===== src/rtl/adc_sequencer.sv =====
// SAR ADC host sequencer: issues start pulses, edge-detects conversion-complete,
// averages 2^k results and queues the averages in a show-ahead valid/ready FIFO.
module adc_sequencer #(
  parameter int RESOLUTION   = 8,
  parameter int AVG_MAX_LOG2 = 3,
  parameter int FIFO_DEPTH   = 4
) (
  input  logic                              clk_i,
  input  logic                              rst_ni,
  input  logic                              en_i,
  input  logic                              trig_i,
  input  logic [$clog2(AVG_MAX_LOG2+1)-1:0] avg_log2_i,
  input  logic                              clr_i,
  output logic                              start_o,
  input  logic                              adc_rdy_i,
  input  logic [RESOLUTION-1:0]             adc_result_i,
  output logic [RESOLUTION-1:0]             data_o,
  output logic                              valid_o,
  input  logic                              ready_i,
  output logic                              busy_o,
  output logic                              overflow_o
);
  localparam int KW = $clog2(AVG_MAX_LOG2+1);
  localparam int AW = RESOLUTION + AVG_MAX_LOG2;
  localparam int CW = AVG_MAX_LOG2 + 1;
  localparam int PW = $clog2(FIFO_DEPTH);

  typedef enum logic [2:0] {S_IDLE, S_ISSUE, S_WAIT, S_CONT, S_DRAIN} state_t;

  state_t                r_state, w_state_nxt;
  logic [KW-1:0]         r_k, w_k_clamp;
  logic [AW-1:0]         r_acc, w_acc_sum;
  logic [CW-1:0]         r_cnt, w_cnt_inc;
  logic                  r_rdy_prev, r_start_prev;
  logic                  w_evt, w_capture, w_block_done, w_push;
  logic [RESOLUTION-1:0] w_avg;

  logic [RESOLUTION-1:0] r_mem [FIFO_DEPTH];
  logic [PW:0]           r_wptr, r_rptr;
  logic                  w_empty, w_full, w_pop, w_wr, w_ovf_set;
  logic                  r_ovf;

  assign w_k_clamp    = (avg_log2_i > KW'(AVG_MAX_LOG2)) ? KW'(AVG_MAX_LOG2) : avg_log2_i;
  assign w_evt        = adc_rdy_i && !r_rdy_prev;
  assign w_capture    = w_evt && (r_state inside {S_WAIT, S_CONT, S_DRAIN});
  assign w_acc_sum    = r_acc + AW'(adc_result_i);
  assign w_cnt_inc    = r_cnt + CW'(1);
  assign w_block_done = (w_cnt_inc == (CW'(1) << r_k));
  assign w_avg        = RESOLUTION'(w_acc_sum >> r_k);
  assign w_push       = w_capture && w_block_done;

  assign start_o = (r_state == S_ISSUE) || (r_state == S_CONT);
  assign busy_o  = (r_state != S_IDLE);

  always_ff @(posedge clk_i or negedge rst_ni) begin
    if (!rst_ni) r_state <= S_IDLE;
    else         r_state <= w_state_nxt;
  end

  // DRAIN exits only on the conversion the ADC ran without a restart request.
  always_comb begin
    w_state_nxt = r_state;
    case (r_state)
      S_IDLE: begin
        if (en_i)        w_state_nxt = S_CONT;
        else if (trig_i) w_state_nxt = S_ISSUE;
      end
      S_ISSUE: w_state_nxt = S_WAIT;
      S_WAIT:  if (w_evt) w_state_nxt = w_block_done ? S_IDLE : S_ISSUE;
      S_CONT:  if (!en_i) w_state_nxt = S_DRAIN;
      S_DRAIN: if (w_evt && !r_start_prev) w_state_nxt = S_IDLE;
      default: w_state_nxt = S_IDLE;
    endcase
  end

  always_ff @(posedge clk_i or negedge rst_ni) begin
    if (!rst_ni) begin
      r_k          <= '0;
      r_acc        <= '0;
      r_cnt        <= '0;
      r_rdy_prev   <= 1'b0;
      r_start_prev <= 1'b0;
    end else begin
      r_rdy_prev   <= adc_rdy_i;
      r_start_prev <= start_o;
      if (r_state == S_IDLE) begin
        r_k   <= w_k_clamp;
        r_acc <= '0;
        r_cnt <= '0;
      end else if (w_capture) begin
        if (w_block_done) begin
          r_acc <= '0;
          r_cnt <= '0;
        end else begin
          r_acc <= w_acc_sum;
          r_cnt <= w_cnt_inc;
        end
      end
    end
  end

  // A pop frees the slot this edge, so a push into a full FIFO still lands.
  assign w_empty   = (r_wptr == r_rptr);
  assign w_full    = (r_wptr[PW] != r_rptr[PW]) && (r_wptr[PW-1:0] == r_rptr[PW-1:0]);
  assign w_pop     = !w_empty && ready_i;
  assign w_wr      = w_push && (!w_full || w_pop);
  assign w_ovf_set = w_push && w_full && !w_pop;

  always_ff @(posedge clk_i) begin
    if (w_wr) r_mem[r_wptr[PW-1:0]] <= w_avg;
  end

  always_ff @(posedge clk_i or negedge rst_ni) begin
    if (!rst_ni) begin
      r_wptr <= '0;
      r_rptr <= '0;
      r_ovf  <= 1'b0;
    end else begin
      if (w_wr)  r_wptr <= r_wptr + (PW+1)'(1);
      if (w_pop) r_rptr <= r_rptr + (PW+1)'(1);
      if (w_ovf_set)  r_ovf <= 1'b1;
      else if (clr_i) r_ovf <= 1'b0;
    end
  end

  assign valid_o    = !w_empty;
  assign data_o     = w_empty ? '0 : r_mem[r_rptr[PW-1:0]];
  assign overflow_o = r_ovf;

endmodule

===== config.mk =====
export PLATFORM = sky130hd
export DESIGN_NAME = adc_sequencer
export DESIGN_NICKNAME = d
export VERILOG_FILES = /design/src/rtl/adc_sequencer.sv
export SDC_FILE = /design/constraint.sdc
export NUM_CORES = 1
export LEC_CHECK = 0
export ABC_AREA = 0
export CELL_PAD_IN_SITES_DETAIL_PLACEMENT = 1
export CELL_PAD_IN_SITES_GLOBAL_PLACEMENT = 1
export CORE_MARGIN = 3
export CORE_UTILIZATION = 45
export CTS_BUF_LIST = sky130_fd_sc_hd__clkbuf_4
export CTS_CLUSTER_SIZE = 16
export DETAILED_ROUTE_END_ITERATION = 10
export PLACE_DENSITY = 0.89
export SYNTH_ARGS = -nofsm -noshare
export SYNTH_HDL_FRONTEND = slang
export SYNTH_SLANG_ARGS = --single-unit

===== constraint.sdc =====
create_clock -name clk_i -period 5 [get_ports clk_i]
set_clock_uncertainty 0.1 [all_clocks]
set_input_delay 1 -clock clk_i [delete_from_list [all_inputs] [get_ports clk_i]]
set_output_delay 1 -clock clk_i [all_outputs]
set_load 0.03 [all_outputs]

==> metrics.md <==
| Metric | Value |
|---|---|
| Top cell type by total area after synthesis | `edfxtp_1` |
| Worst setup slack after layout | `1338 ps` |
| CTS tree | `yes` |
| Largest net degree at the start of global routing | `30` |
| Yosys warnings | `0` |
| CP max stage delay | `800 ps` |
| Worst-path clk slew | `120 ps` |
| Core Area | `0.006869 mm2` |
| Slew Viols, Final | `0` |
| Clock tree buffer depth | `2` |
| Status | `completed` |
| Max Fclk | `0.2731 GHz` |
| Post-route insts no fill | `395` |
| Antenna violations before repair | `0` |
| Final hold violations | `0` |
| Slowest-stage cell, CP | `dfrtp_1` |
| LEAKAGE | `1.443 nW` |
| Main flop type after synthesis | `edfxtp_1` |
| Placer Congestion | `0.7921` |
| DIE WIDTH | `90.78 um` |
| Unrepaired setup endpoints after global routing | `false` |
| First-pass GRT wire length | `12100 um` |
| Pwr Total | `2.410 mW` |
| Worst path required time | `3900 ps` |
| Top-count cell post-synth | `edfxtp_1` |
| Register-to-Register Path Depth | `7` |
| Routed WL per cell | `18.13 um` |
| Drt drc | `0` |
| Cell Pwr Density | `641.3 mW/mm2` |
| H-tree Lvls | `3` |
| Hold Crit Class | `register to register` |
| Reg2reg setup slack | `2070 ps` |
| Setup Buffers After CTS | `0` |
| Port Buffers | `28` |
| DIE AREA | `0.008241 mm2` |
| Levels on crit path | `3` |
| Peak VDD IR | `0.0002200 V` |
| Worst skew pair latency | `410 ps` |
| Vias | `2169` |
| Layout area overhead | `16.21%` |
| Post-route ant nets | `0` |
| Crit path max fanout | `11` |
| Synth Instances | `264` |
| Cts hold-fix bufs | `0` |
| Syn Area/Cell | `12.25 um2` |
| Kind of cell adding the most delay to the critical path | `flip-flops` |
| Post-synthesis async set-or-reset flop share | `0.4754` |
| Relative slew slack | `0.2299` |
| Vias in the first global route | `2357` |
| Site row count | `30` |
| Seq/Total Area, Yosys | `0.5215` |
| Critical path buffers and inverters | `1` |
| Final Cycle Share | `0.7325` |
| Cells after DPL | `379` |
| Setup-failing EPs final | `0` |
| Gr usage total | `0.1880` |
| Grt ovf | `0` |
| Flops & latches, synth | `61` |
| FF+latch area | `0.001687 mm2` |
| DP Wirelength | `5173 um` |
| Cell variety after synth | `43` |
| Initial Utilization | `0.4709` |
| Number of clock sinks | `61` |
| WS Path Type | `register to output port` |
| Ports | `29` |
| Startpoint types | `register` |
| Post-synthesis cell area | `0.003234 mm2` |
| Net Count, Synth | `296` |
| Arrival time worst endpoint | `2560 ps` |
| Chip height | `90.78 um` |
| Worst path cell trace | `mux4_2 > and2_1 > clkdlybuf4s50_1` |
| Crit. End Element | `output port` |
| Clock Tree Root | `clkbuf_4` |
| Tmin final | `3662 ps` |
| Layout Nets | `326` |
| Share of layout cells above drive strength 1 | `0.1237` |
| Vias/cell | `5.491` |
| Filler cells | `727` |
| Hold path depth | `1` |
| Worst Tran Pin Value | `1151 ps` |
| Setup tns final | `0 ps` |
| Area of the multi-input gates | `0.001461 mm2` |
| CTS Buf Count | `9` |
| Pre-Repair DR Iteration Count | `4` |
| DRC marker count from the first detailed-route iteration | `108` |
| CTS resizes | `0` |
| Ant. Diodes | `0` |
| Synth top area share | `0.2971` |
| Number of enable flip-flop cells after synthesis | `32` |
| Max-Cap Viols | `0` |
| Pre-CTS setup slack | `1140 ps` |
| Most instantiated cells after synthesis | `edfxtp_1, dfrtp_1, nand2_1` |
| Synth top area cells | `edfxtp_1, dfrtp_1, mux4_2` |
| WL final | `7163 um` |
## flip-flops by register name (all words and copies together) (netlist names)
signal and flops:
r_mem 32, r_acc 11, r_cnt 4, r_rptr 3
r_state 3, r_wptr 3, r_k 2, overflow_o 1
r_rdy_prev 1, r_start_prev 1
## logic make-up (layout without fill, tap and decap cells)
family                     Yosys count  count (layout)  share of synthesized area
DFF                                 61              61                     0.5215
buffers and inverters               22              57                    0.02669
and+or+nand+nor                     84              84                     0.1323
adders and majority gates           15              15                    0.06035
xor gates and xnor gates            17              17                    0.04604
AOI/OAI and AO/OA                   44              44                    0.09130
muxes                               21              21                     0.1219
## per-stage QoR
stage               instance area [um2]  hold slack (ps)    util
floorplan                          3234            361.7       -
global placement                   3601            375.0  0.5242
detailed placement                 3601            391.7  0.5242
CTS                                3759            409.4  0.5472
global route                       3759            432.0  0.5472
finish                             3759            400.8  0.5472
## routing by layer
metal / GRT usage / part of all wire / vias to the layer above
met5: 0 / 0 / -
met1: 0.2459 / 0.45 / 1106
met2: 0.3193 / 0.51 / 29
met4: 0.04648 / 0.012 / 0
met3: 0.04083 / 0.027 / 8
li1: - / - / 1026
## where the power goes
| part | switching (mW) | total [mW] | leakage [nW] | internal, mW |
|---|---|---|---|---|
| Sequential | 0.169 | 0.880 | 0.663 | 0.712 |
| Clock | 0.183 | 0.383 | 0.0833 | 0.200 |
| Combinational | 0.617 | 1.15 | 0.697 | 0.530 |
## path summary, 6_finish.rpt
path | start | end
worst max-delay path | r_rptr[0] | data_o[4]
worst min-delay path | r_rptr[2] | r_rptr[2]
worst max register to register | r_cnt[0] | r_mem[2][4]
worst min register to register | r_rptr[2] | r_rptr[2]
max in group asynchronous | rst_ni | r_acc[6]
min in group asynchronous | rst_ni | r_state[1]
## cell type report
type,count,area share
multi-input cells,181,0.3888
well taps,96,0.03196
repair buffers,29,0.07656
clock inverters,7,0.02397
inverters,12,0.01198
clock buffers,9,0.01798
flip-flops and latches,61,0.4487
## placed cells by master, fill, tap and decap left out, types with 12 or more instances in the layout
cell             instances
dfrtp_1                 29
clkdlybuf4s50_1         28
xnor2_1                 14
ha_1                    14
inv_1                   12
edfxtp_1                32
nor2_1                  12
mux4_2                  14
nand2_1                 26
No activity file was read; power rests on OpenSTA's default activity.
